**src/rtl/spi_arb_pkg.sv**
```systemverilog
// Shared types and constants for the SPI master arbiter.
//   arb_state_t : arbiter FSM states
//   REQ_A2D     : requester index of the A2D interface
//   REQ_INERT   : requester index of the inertial sensor interface
//   DW          : SPI transfer word width
//   onehot2     : 1-bit requester index -> 2-bit one-hot grant vector
package spi_arb_pkg;

    typedef enum logic [1:0] {IDLE, BUSY, HOLD} arb_state_t;

    localparam int REQ_A2D   = 0;
    localparam int REQ_INERT = 1;
    localparam int DW        = 16;

    function automatic logic [1:0] onehot2(input logic idx);
        return idx ? 2'b10 : 2'b01;
    endfunction

endpackage

```
**src/rtl/spi_arb_if.sv**
```systemverilog
// Bundle of the requester-side and SPI_mnrch-side signals of the arbiter.
//   slave  modport : the arbiter (takes requests and m_done/m_rd_data,
//                    drives grants, completions and the SPI_mnrch command)
//   master modport : the surroundings (requesters plus SPI_mnrch)
interface spi_arb_if;
    import spi_arb_pkg::*;

    logic [1:0]    r_wrt;
    logic [DW-1:0] r_wt_data0;
    logic [DW-1:0] r_wt_data1;
    logic [1:0]    r_lock;
    logic [1:0]    r_done;
    logic [DW-1:0] r_rd_data;
    logic [1:0]    gnt;
    logic [1:0]    ovf;
    logic          to_err;
    logic          m_wrt;
    logic [DW-1:0] m_wt_data;
    logic          m_done;
    logic [DW-1:0] m_rd_data;

    modport slave (
        input  r_wrt, r_wt_data0, r_wt_data1, r_lock, m_done, m_rd_data,
        output r_done, r_rd_data, gnt, ovf, to_err, m_wrt, m_wt_data
    );

    modport master (
        output r_wrt, r_wt_data0, r_wt_data1, r_lock, m_done, m_rd_data,
        input  r_done, r_rd_data, gnt, ovf, to_err, m_wrt, m_wt_data
    );

endinterface

```
**src/rtl/spi_req_slot.sv**
```systemverilog
// One requester's pending-request slot.
//   clk, rst_n : clock, asynchronous active-low reset
//   wrt        : single-cycle transfer request
//   wt_data    : word to transmit, captured with wrt
//   clr        : arbiter has issued this slot's word (only when pend=1)
//   pend       : a captured word waits for the bus
//   pdata      : the captured word
//   ovf        : 1-clock pulse when wrt arrived while pend was already set
module spi_req_slot
    import spi_arb_pkg::*;
(
    input  logic          clk,
    input  logic          rst_n,
    input  logic          wrt,
    input  logic [DW-1:0] wt_data,
    input  logic          clr,
    output logic          pend,
    output logic [DW-1:0] pdata,
    output logic          ovf
);

    logic          pend_reg;
    logic [DW-1:0] pdata_reg;
    logic          ovf_reg;

    // clr is only raised while pend_reg is set, so it never competes
    // with a capture in the same cycle.
    always_ff @(posedge clk or negedge rst_n) begin
        if (!rst_n) begin
            pend_reg  <= 1'b0;
            pdata_reg <= '0;
            ovf_reg   <= 1'b0;
        end else begin
            ovf_reg <= wrt & pend_reg;
            if (wrt && !pend_reg) begin
                pend_reg  <= 1'b1;
                pdata_reg <= wt_data;
            end else if (clr) begin
                pend_reg <= 1'b0;
            end
        end
    end

    assign pend  = pend_reg;
    assign pdata = pdata_reg;
    assign ovf   = ovf_reg;

endmodule

```
**src/rtl/spi_arb.sv**
```systemverilog
// Arbiter sharing one SPI_mnrch master between the A2D interface
// (requester 0) and the inertial sensor interface (requester 1).
//   clk, rst_n : clock, asynchronous active-low reset (shared with SPI_mnrch)
//   bus        : requester handshakes (r_wrt, r_wt_data0/1, r_lock, r_done,
//                r_rd_data), status (gnt, ovf, to_err) and the SPI_mnrch
//                command/response (m_wrt, m_wt_data, m_done, m_rd_data)
// Round-robin between two pending requesters; an owner holding r_lock at
// m_done keeps the bus in HOLD until it issues again, drops the lock, or
// idles for HOLD_TO clocks.
module spi_arb
    import spi_arb_pkg::*;
#(
    parameter int HOLD_TO = 64
) (
    input  logic     clk,
    input  logic     rst_n,
    spi_arb_if.slave bus
);

    localparam int TW = $clog2(HOLD_TO + 1);

    arb_state_t    state_reg, state_next;
    logic          owner_reg, owner_next;
    logic          last_reg, last_next;
    logic [TW-1:0] timer_reg, timer_next;
    logic          m_wrt_reg, m_wrt_next;
    logic [DW-1:0] m_wt_data_reg, m_wt_data_next;
    logic          to_err_reg, to_err_next;

    logic [1:0]    pend;
    logic [1:0]    ovf;
    logic [1:0]    clr;
    logic [DW-1:0] wt_data [2];
    logic [DW-1:0] pdata [2];
    logic [1:0]    gnt;
    logic [1:0]    done;
    logic          issue_en;
    logic          issue_idx;
    logic          winner;

    assign wt_data[REQ_A2D]   = bus.r_wt_data0;
    assign wt_data[REQ_INERT] = bus.r_wt_data1;

    generate
        for (genvar gi = 0; gi < 2; gi++) begin : g_slot
            spi_req_slot u_slot (
                .clk     (clk),
                .rst_n   (rst_n),
                .wrt     (bus.r_wrt[gi]),
                .wt_data (wt_data[gi]),
                .clr     (clr[gi]),
                .pend    (pend[gi]),
                .pdata   (pdata[gi]),
                .ovf     (ovf[gi])
            );
        end
    endgenerate

    // With both pending, the requester not served last wins.
    assign winner = (pend == 2'b11) ? ~last_reg : pend[1];

    always_comb begin
        state_next     = state_reg;
        owner_next     = owner_reg;
        last_next      = last_reg;
        timer_next     = timer_reg;
        m_wrt_next     = 1'b0;
        m_wt_data_next = m_wt_data_reg;
        to_err_next    = 1'b0;
        gnt            = 2'b00;
        done           = 2'b00;
        issue_en       = 1'b0;
        issue_idx      = 1'b0;
        clr            = 2'b00;

        case (state_reg)
            IDLE: begin
                if (|pend) begin
                    issue_en  = 1'b1;
                    issue_idx = winner;
                end
            end
            BUSY: begin
                gnt = onehot2(owner_reg);
                if (bus.m_done) begin
                    done       = onehot2(owner_reg);
                    last_next  = owner_reg;
                    state_next = bus.r_lock[owner_reg] ? HOLD : IDLE;
                end
            end
            HOLD: begin
                gnt        = onehot2(owner_reg);
                timer_next = timer_reg + TW'(1);
                if (pend[owner_reg]) begin
                    // The locked owner goes first even if the other side waits.
                    issue_en   = 1'b1;
                    issue_idx  = owner_reg;
                    timer_next = '0;
                end else if (!bus.r_lock[owner_reg]) begin
                    state_next = IDLE;
                    timer_next = '0;
                end else if (timer_reg == TW'(HOLD_TO - 1)) begin
                    state_next  = IDLE;
                    to_err_next = 1'b1;
                    timer_next  = '0;
                end
            end
            default: state_next = IDLE;
        endcase

        if (issue_en) begin
            m_wrt_next     = 1'b1;
            m_wt_data_next = pdata[issue_idx];
            owner_next     = issue_idx;
            clr            = onehot2(issue_idx);
            state_next     = BUSY;
        end
    end

    always_ff @(posedge clk or negedge rst_n) begin
        if (!rst_n) begin
            state_reg     <= IDLE;
            owner_reg     <= 1'b0;
            last_reg      <= 1'b0;
            timer_reg     <= '0;
            m_wrt_reg     <= 1'b0;
            m_wt_data_reg <= '0;
            to_err_reg    <= 1'b0;
        end else begin
            state_reg     <= state_next;
            owner_reg     <= owner_next;
            last_reg      <= last_next;
            timer_reg     <= timer_next;
            m_wrt_reg     <= m_wrt_next;
            m_wt_data_reg <= m_wt_data_next;
            to_err_reg    <= to_err_next;
        end
    end

    assign bus.gnt       = gnt;
    assign bus.r_done    = done;
    assign bus.r_rd_data = bus.m_rd_data;
    assign bus.ovf       = ovf;
    assign bus.to_err    = to_err_reg;
    assign bus.m_wrt     = m_wrt_reg;
    assign bus.m_wt_data = m_wt_data_reg;

endmodule

```
**src/flat_wrapper.sv**
```systemverilog
// flat-port wrapper written by rule: the top's interface ports become plain ports
module spi_arb_flat import spi_arb_pkg::*;
#(
    parameter int HOLD_TO = 64
)
  (clk, rst_n, bus_r_wrt, bus_r_wt_data0, bus_r_wt_data1, bus_r_lock, bus_m_done, bus_m_rd_data, bus_r_done, bus_r_rd_data, bus_gnt, bus_ovf, bus_to_err, bus_m_wrt, bus_m_wt_data);
  spi_arb_if bus_i ();
  input  logic clk;
  input  logic rst_n;
  input wire logic [$bits(bus_i.r_wrt)-1:0] bus_r_wrt;
  input wire logic [$bits(bus_i.r_wt_data0)-1:0] bus_r_wt_data0;
  input wire logic [$bits(bus_i.r_wt_data1)-1:0] bus_r_wt_data1;
  input wire logic [$bits(bus_i.r_lock)-1:0] bus_r_lock;
  input wire logic [$bits(bus_i.m_done)-1:0] bus_m_done;
  input wire logic [$bits(bus_i.m_rd_data)-1:0] bus_m_rd_data;
  output wire logic [$bits(bus_i.r_done)-1:0] bus_r_done;
  output wire logic [$bits(bus_i.r_rd_data)-1:0] bus_r_rd_data;
  output wire logic [$bits(bus_i.gnt)-1:0] bus_gnt;
  output wire logic [$bits(bus_i.ovf)-1:0] bus_ovf;
  output wire logic [$bits(bus_i.to_err)-1:0] bus_to_err;
  output wire logic [$bits(bus_i.m_wrt)-1:0] bus_m_wrt;
  output wire logic [$bits(bus_i.m_wt_data)-1:0] bus_m_wt_data;
  assign bus_i.r_wrt = bus_r_wrt;
  assign bus_i.r_wt_data0 = bus_r_wt_data0;
  assign bus_i.r_wt_data1 = bus_r_wt_data1;
  assign bus_i.r_lock = bus_r_lock;
  assign bus_i.m_done = bus_m_done;
  assign bus_i.m_rd_data = bus_m_rd_data;
  assign bus_r_done = bus_i.r_done;
  assign bus_r_rd_data = bus_i.r_rd_data;
  assign bus_gnt = bus_i.gnt;
  assign bus_ovf = bus_i.ovf;
  assign bus_to_err = bus_i.to_err;
  assign bus_m_wrt = bus_i.m_wrt;
  assign bus_m_wt_data = bus_i.m_wt_data;
  spi_arb #(.HOLD_TO(HOLD_TO)) u_core (.clk(clk), .rst_n(rst_n), .bus(bus_i));
endmodule
```
**config.mk**
```make
export PLATFORM = sky130hd
export DESIGN_NAME = spi_arb_flat
export DESIGN_NICKNAME = d
export VERILOG_FILES = /design/src/rtl/spi_arb_pkg.sv /design/src/rtl/spi_arb_if.sv /design/src/rtl/spi_req_slot.sv /design/src/rtl/spi_arb.sv /design/src/flat_wrapper.sv
export SDC_FILE = /design/constraint.sdc
export NUM_CORES = 1
export LEC_CHECK = 0
export ABC_AREA = 1
export BUFFER_PORTS_ARGS = -buffer_cell sky130_fd_sc_hd__buf_2
export CORE_AREA = 2 2 78 80
export DETAILED_ROUTE_END_ITERATION = 8
export DIE_AREA = 0 0 80 82
export PLACE_DENSITY = 0.81
export SLEW_MARGIN = 30
export SYNTH_ARGS = -nofsm -noshare
export SYNTH_HDL_FRONTEND = slang
export SYNTH_SLANG_ARGS = --single-unit
export TNS_END_PERCENT = 10
```
**constraint.sdc**
```tcl
create_clock -name clk -period 4.2 [get_ports clk]
set_input_delay 0.84 -clock clk [delete_from_list [all_inputs] [get_ports clk]]
set_output_delay 0.84 -clock clk [all_outputs]
set_load 0.005 [all_outputs]
```
==> run summary, run 1 <==
PLACEMENT
-----------------------------------------------------------------------------------
Gp weighted congestion ...............................................        0.811
HPWL Detailed ........................................................      4180 um
Number of buffer cells added on primary ports ........................           62
Number of cells after detailed placement .............................          392
Worst setup slack before clock tree synthesis ........................      1.98 ns
Placed inst area .....................................................    3150 um^2

LOGIC SYNTHESIS
-----------------------------------------------------------------------------------
Post-Synthesis Net Count .............................................          341
Post-synthesis instance area .........................................    2960 um^2
Cell taking the most area after synthesis ............................      dfrtp_1
Number of enable-type register cells in the synthesized netlist ......            0
Share of flip-flops with an asynchronous set or reset ................         100%
Share of the synthesized area in the top cell type ...................        55.0%
Most frequently used cell type in the post-synthesis netlist .........      nand2_1
Total number of yosys warnings .......................................            0
Post-synth top cells ................................................. nand2_1, dfrtp_1, mux2_2, nand3_1, buf_4
Top cells by area, synth ............................................. dfrtp_1, mux2_2, nand2_1
Most used flip-flop cell after synthesis .............................      dfrtp_1
Number of distinct library cells after synthesis .....................           23
Post-synthesis sequential area ratio .................................        55.0%
Seq cells post-synth .................................................           65
Avg Cell Area, Syn ...................................................    10.5 um^2
Post-synthesis instance total ........................................          282

FLOORPLAN
-----------------------------------------------------------------------------------
Starting density of the core .........................................        51.5%
Standard-cell rows ...................................................           28
Core outline area ....................................................    5750 um^2
Die area .............................................................    6560 um^2
I/O pin cnt ..........................................................           95
Height of the die ....................................................        82 um
Die W ................................................................        80 um

GRT
-----------------------------------------------------------------------------------
Maximum number of pins on one net before global-route repair .........           44
Number of antenna violations at the first check in global routing ....            0
Number of global-route vias before repair ............................         2165
Total congestion overflow ............................................            0
Global-route wire length before repair ...............................      9800 um
All-Layer GR Usage ...................................................        19.7%

CLOCKING
-----------------------------------------------------------------------------------
Clock tree from TritonCTS ............................................        built
Clk sinks ............................................................           65
CTS Hold Buffers Added ...............................................            0
Later-pin clock latency in the skew report ...........................      0.34 ns
Clock-pin slew on the worst setup and hold paths .....................      0.07 ns
Deepest clock path buffer count ......................................            2
Library cell used as clock root buffer ...............................     clkbuf_8
Number of clock buffers inserted by TritonCTS ........................            9
Post-cts resize count ................................................            0
Clock H-tree levels ..................................................            3
Number of setup buffers added after CTS ..............................            0

LAYOUT
-----------------------------------------------------------------------------------
Post-layout nets .....................................................          387
Largest register FFs .................................................           32
Final design instance area without fill ..............................    3330 um^2
Count of placed standard cells in the final layout, fillers left out .          407
Fillers ..............................................................          494
Share of cells above drive strength 1 ................................        34.9%
Syn-to-layout area delta .............................................        12.6%
Core occupancy in the finished layout ................................        58.0%
# diodes .............................................................            0

CRITICAL PATH
-----------------------------------------------------------------------------------
Crit path launch type ................................................    flip-flop
CP Capture Type ......................................................    flip-flop
Required time of the critical path ...................................      4.41 ns
Largest fanout on the critical path ..................................           20
Critical path data arrival time ......................................      2.44 ns
Number of cells on the worst reg-to-reg path .........................            7
Kind of critical path ................................................      reg2reg

STA
-----------------------------------------------------------------------------------
Crit share post-route ................................................        53.2%
Max Clk Rate .........................................................    0.448 GHz
Number of hold-slack violations in the final timing report ...........            0
Setup repair after global routing missed its margin ..................        false
Final period demand of the worst path ................................      2.23 ns
Setup Viol. Count Final ..............................................            0
Least-Margin Pin Slew ................................................     0.737 ns
Relative max-transition margin .......................................        50.8%
Setup total negative slack ...........................................         0 ns
Clock skew after layout ..............................................   0.00871 ns
Hold_ws ..............................................................     0.478 ns
Setup ws final .......................................................      1.97 ns
Count of pins over their slew limit ..................................            0

DRT
-----------------------------------------------------------------------------------
Post-detailed-route wirelength per cell ..............................      14.7 um
# DRC ................................................................            0
Final WL .............................................................      5980 um
First drt pass iteration count .......................................            4
Via count normalized by instance count ...............................         5.30
Number of DRC markers after the initial detailed-route iteration .....           87
Vias .................................................................         2159
Final ANT Viol Nets ..................................................            0

HOLD PATH
-----------------------------------------------------------------------------------
Min-delay worst type .................................................     in2async

POWER
-----------------------------------------------------------------------------------
Power density normalized to cell area ................................  802 nW/um^2
Leakage Power ........................................................      1.66 nW
Total power ..........................................................      2.67 mW
IR drop worst, VDD ...................................................     0.422 mV

OUTCOME
-----------------------------------------------------------------------------------
Result of the run ....................................................    completed

FLOW RUN
-----------------------------------------------------------------------------------
Max_cap viols ........................................................            0

-- where the power goes --
group / total (mW) / leakage [nW] / switching, mW / internal (mW)
Sequential: 1.14 / 0.786 / 0.196 / 0.941
Clock: 0.494 / 0.0929 / 0.226 / 0.268
Combinational: 1.04 / 0.779 / 0.593 / 0.448
-- logic make-up after synthesis --
group | Yosys count | synth area share, %
xor gates and xnor gates | 1 | 0.296
adders and majority gates | 4 | 1.69
muxes | 32 | 12.2
and+or+nand+nor | 121 | 18.7
AOI/OAI and AO/OA | 15 | 2.79
DFF | 65 | 55.0
buffers and inverters | 44 | 9.39
-- worst paths after layout --
path                       slack (ns)                               from                  endpoint
max in group asynchronous        3.03                              rst_n          u_core.bus.m_wrt
min reg2reg                      0.50  u_core.g_slot[1].u_slot.pdata[11]  u_core.bus.m_wt_data[11]
max reg2reg                      1.97                u_core.state_reg[0]   u_core.bus.m_wt_data[5]
min                              0.48                              rst_n           u_core.last_reg
max                              1.97                u_core.state_reg[0]   u_core.bus.m_wt_data[5]
min in group clk                 0.50  u_core.g_slot[1].u_slot.pdata[11]  u_core.bus.m_wt_data[11]
-- worst max-delay path, cell delays in order, from the launching register on --
cell     delay, ns
dfrtp_1       0.40
inv_1         0.09
ha_1          0.42
nand2_2       0.12
nand2_1       0.53
inv_2         0.31
nand2_1       0.14
nand3_1       0.08
-- layout make-up --
| class | count | area, um^2 | share of cell area [%] |
|---|---|---|---|
| clock buffers | 11 | 131 | 3.94 |
| clock inverters | 4 | 45.0 | 1.35 |
| inverters | 16 | 60.1 | 1.80 |
| multi-input cells | 173 | 1050 | 31.6 |
| flip-flops and latches | 65 | 1630 | 48.8 |
| well taps | 75 | 93.8 | 2.82 |
| repair buffers | 63 | 320 | 9.62 |
-- cell usage in the layout (no fill, tap or decap), types with 2 or more instances in the layout --
| cell | netlist | routed |
|---|---|---|
| nand2_1 | 66 | 66 |
| clkbuf_1 | 0 | 2 |
| buf_2 | 3 | 61 |
| mux2_2 | 32 | 32 |
| ha_1 | 4 | 4 |
| inv_1 | 14 | 14 |
| a21oi_1 | 6 | 6 |
| dfrtp_1 | 65 | 65 |
| nor2_1 | 7 | 7 |
| nand3_2 | 2 | 2 |
| nand2_2 | 4 | 4 |
| o21ai_0 | 6 | 6 |
| nand3_1 | 23 | 23 |
| nand4_1 | 17 | 17 |
| clkbuf_8 | 0 | 9 |
| inv_2 | 2 | 2 |
| clkinv_2 | 0 | 3 |
| buf_4 | 22 | 2 |
-- layer usage --
metal | vias to the layer above | share of wire [%] | track usage, %
met3 | 16 | 6.4 | 5.05
li1 | 1018 | - | -
met4 | 0 | 2.0 | 7.97
met1 | 1039 | 43 | 24.9
met5 | - | 0 | 0
met2 | 86 | 48 | 32.7
No activity file was read; power rests on OpenSTA's default activity.
==> inputs of run 2 (changes only) <==
--- a/config.mk
+++ b/config.mk
@@ -7,10 +7,10 @@
 export LEC_CHECK = 0
 export ABC_AREA = 1
 export BUFFER_PORTS_ARGS = -buffer_cell sky130_fd_sc_hd__buf_2
-export CORE_AREA = 2 2 78 80
+export CORE_AREA = 2 2 80 82
 export DETAILED_ROUTE_END_ITERATION = 8
-export DIE_AREA = 0 0 80 82
-export PLACE_DENSITY = 0.81
+export DIE_AREA = 0 0 82 84
+export PLACE_DENSITY = 0.78
 export SLEW_MARGIN = 30
 export SYNTH_ARGS = -nofsm -noshare
 export SYNTH_HDL_FRONTEND = slang
==> constraint.sdc (replaced) <==
create_clock -name clk -period 2.3 [get_ports clk]
set_input_delay 0.46 -clock clk [delete_from_list [all_inputs] [get_ports clk]]
set_output_delay 0.46 -clock clk [all_outputs]
set_load 0.005 [all_outputs]
==> run 2 against run 1 <==
Die area increased by 5.0%. Critical path type is now reg2out. Non-clock buffer count up 3. Combinational power grew 84%. Global-route usage shrank 0.98 points. First-iteration DRC count increased by 43%. Critical path depth down 2. Clock skew is 0.00081 ns lower.
==> run summary, run 2 (same netlist as run 1, synthesis figures left out) <==
OUTCOME
-------------------------------------------------------------------------------------
Result of the run ......................................................    completed

CRITICAL PATH
-------------------------------------------------------------------------------------
Most prevalent standard cell on the critical path ......................        inv_1
Critical path data arrival time ........................................      1.36 ns   -1.08 ns
Largest fanout on the critical path ....................................            3   -85%
Slowest cell on crit path ..............................................      dfrtp_1
Crit path launch type ..................................................    flip-flop
Required time of the critical path .....................................      1.84 ns   -2.57 ns
Worst path cell trace .................................................. inv_1 -> ha_1 -> inv_1 -> nor2_1 -> buf_2
CP Capture Type ........................................................  output port
Capture point of the worst reg-to-reg path ............................. u_core.timer_reg[5]
Number of cells on the worst reg-to-reg path ...........................            6   -1
Flop2flop setup slack ..................................................      0.53 ns   -1.44 ns
Kind of critical path ..................................................      reg2out
Slowest stage delay, CP ................................................      0.38 ns   -0.15 ns
Launch instance of the worst register-to-register path ................. u_core.state_reg[0]
Cell type group with the largest total delay on the critical path ......   flip-flops
Total buffers and inverters traversed by the critical path .............            3   +1

DRT
-------------------------------------------------------------------------------------
First drt pass iteration count .........................................            5   +1
Post-detailed-route wirelength per cell ................................      14.8 um   +1.0%
Final WL ...............................................................      6130 um   +2.5%
Final ANT Viol Nets ....................................................            0   unchanged
Via count normalized by instance count .................................         5.22   -1.6%
Vias ...................................................................         2156   -0.14%
Number of DRC markers after the initial detailed-route iteration .......          124   +43%
# DRC ..................................................................            0   unchanged

CLOCKING
-------------------------------------------------------------------------------------
Number of clock buffers inserted by TritonCTS ..........................            9   unchanged
CTS Hold Buffers Added .................................................            0   unchanged
Clock H-tree levels ....................................................            3   unchanged
Post-cts resize count ..................................................            0   unchanged
Later-pin clock latency in the skew report .............................      0.35 ns   about the same
Deepest clock path buffer count ........................................            2   unchanged
Number of setup buffers added after CTS ................................            0   unchanged
Clock tree from TritonCTS ..............................................        built
Library cell used as clock root buffer .................................     clkbuf_8
Clock-pin slew on the worst setup and hold paths .......................      0.07 ns   about the same
Clk sinks ..............................................................           65   unchanged

HOLD PATH
-------------------------------------------------------------------------------------
Min-delay worst type ...................................................     in2async

FLOORPLAN
-------------------------------------------------------------------------------------
Die W ..................................................................        82 um   +2.5%
Starting density of the core ...........................................        48.5%   -3.0 points
Height of the die ......................................................        84 um   +2.4%
I/O pin cnt ............................................................           95   unchanged
Core outline area ......................................................    6100 um^2   +6.1%
Die area ...............................................................    6890 um^2   +5.0%
Standard-cell rows .....................................................           29   +3.6%

LAYOUT
-------------------------------------------------------------------------------------
Post-layout nets .......................................................          390   +0.78%
Final design instance area without fill ................................    3380 um^2   +1.6%
# diodes ...............................................................            0   unchanged
Largest register FFs ...................................................           32   unchanged
Core occupancy in the finished layout ..................................        55.5%   -2.4 points
Most frequent cells in the layout ...................................... nand2_1, dfrtp_1, buf_2, mux2_2, nand3_1
Share of cells above drive strength 1 ..................................        36.3%   +1.4 points
Most frequent standard cell in the layout excluding fill and tap cells .      nand2_1
Syn-to-layout area delta ...............................................        14.4%

STA
-------------------------------------------------------------------------------------
Relative max-transition margin .........................................        69.7%   +19 points
Max Clk Rate ...........................................................    0.551 GHz
Least-Margin Pin Slew ..................................................     0.455 ns   -0.282 ns
Final period demand of the worst path ..................................      1.82 ns
Count of pins over their slew limit ....................................            0   unchanged
Setup Viol. Count Final ................................................            0   unchanged
Clock skew after layout ................................................   0.00790 ns   -0.000814 ns
Setup repair after global routing missed its margin ....................        false
Hold_ws ................................................................    0.0985 ns   -0.379 ns
Crit share post-route ..................................................        78.9%
Setup total negative slack .............................................         0 ns   unchanged
Number of hold-slack violations in the final timing report .............            0   unchanged

PLACEMENT
-------------------------------------------------------------------------------------
Placed inst area .......................................................    3190 um^2   +1.2%
HPWL Detailed ..........................................................      4170 um   -0.37%
Number of buffer cells added on primary ports ..........................           62   unchanged
Gp weighted congestion .................................................        0.859   +5.9%

GRT
-------------------------------------------------------------------------------------
Total congestion overflow ..............................................            0   unchanged
Number of global-route vias before repair ..............................         2171   +0.28%
All-Layer GR Usage .....................................................        18.7%   -0.98 points
Number of antenna violations at the first check in global routing ......            0   unchanged
Maximum number of pins on one net before global-route repair ...........           66   +50%
Global-route wire length before repair .................................      9800 um   unchanged

POWER
-------------------------------------------------------------------------------------
Power density normalized to cell area .................................. 1470 nW/um^2   +83%
IR drop worst, VDD .....................................................     0.681 mV   +61%
Leakage Power ..........................................................      1.68 nW   +1.6%

FLOW RUN
-------------------------------------------------------------------------------------
Max_cap viols ..........................................................            0   unchanged

[run 2: cell types whose count changed in the layout (fill, tap and decap cells not counted)]
cell / delta
clkinv_2: +1
buf_12: +1
buf_2: +1
clkbuf_1: -2
buf_4: +1
clkbuf_8: +1
clkinvlp_4: +1
[run 2: per-stage QoR]
step / power, mW / setup slack (ns) / instances
floorplan: 3.52 / 0.870 / 282
global placement: 3.92 / 0.620 / 397
detailed placement: 4.05 / 0.558 / 397
CTS: 5.01 / 0.482 / 413
global route: 5.31 / 0.388 / 413
finish: 4.97 / 0.485 / 413
[run 2: layer usage]
layer / track usage, % / wire, um
met5: 0 / 0
met4: 10.2 / 161
met3: 4.11 / 337
met2: 29.0 / 3010
met1: 24.2 / 2620
[run 2: power breakdown]
part	internal [mW]	total, mW	switching [mW]	leakage (nW)
Combinational	0.847	1.91	1.07	0.797
Sequential	1.72	2.09	0.370	0.786
Clock	0.522	0.971	0.449	0.102
Total	3.09	4.97	1.89	1.68
[run 2: how the worst max path moves through the flow]
stage | from | to | slack (ns) | depth (start not counted)
detailed placement | u_core.state_reg[0] | u_core.timer_reg[5] | 0.56 | 6
CTS | u_core.state_reg[0] | bus_gnt[0] | 0.48 | 5
finish | u_core.state_reg[0] | bus_gnt[0] | 0.48 | 5
floorplan | u_core.state_reg[0] | u_core.timer_reg[5] | 0.87 | 7
global route | u_core.state_reg[0] | u_core.timer_reg[5] | 0.39 | 6
global placement | u_core.state_reg[0] | u_core.timer_reg[5] | 0.62 | 6
[run 2: worst reg2reg max path: cells and delay by family (launching register included)]
family | cells | cell delay (ns)
compound gates | 1 | 0.18
fa+ha+maj | 1 | 0.44
buf+inv | 2 | 0.26
simple gates | 2 | 0.41
flops | 1 | 0.40
[run 2: area by class of cell]
cell class,count,area (um^2)
Fill cell,535,2710
Sequential cell,65,1630
Multi-Input combinational cell,173,1050
Timing Repair Buffer,66,353
Clock buffer,10,138
Tap cell,77,96.3
Inverter,16,60.1
Clock inverter,6,57.6
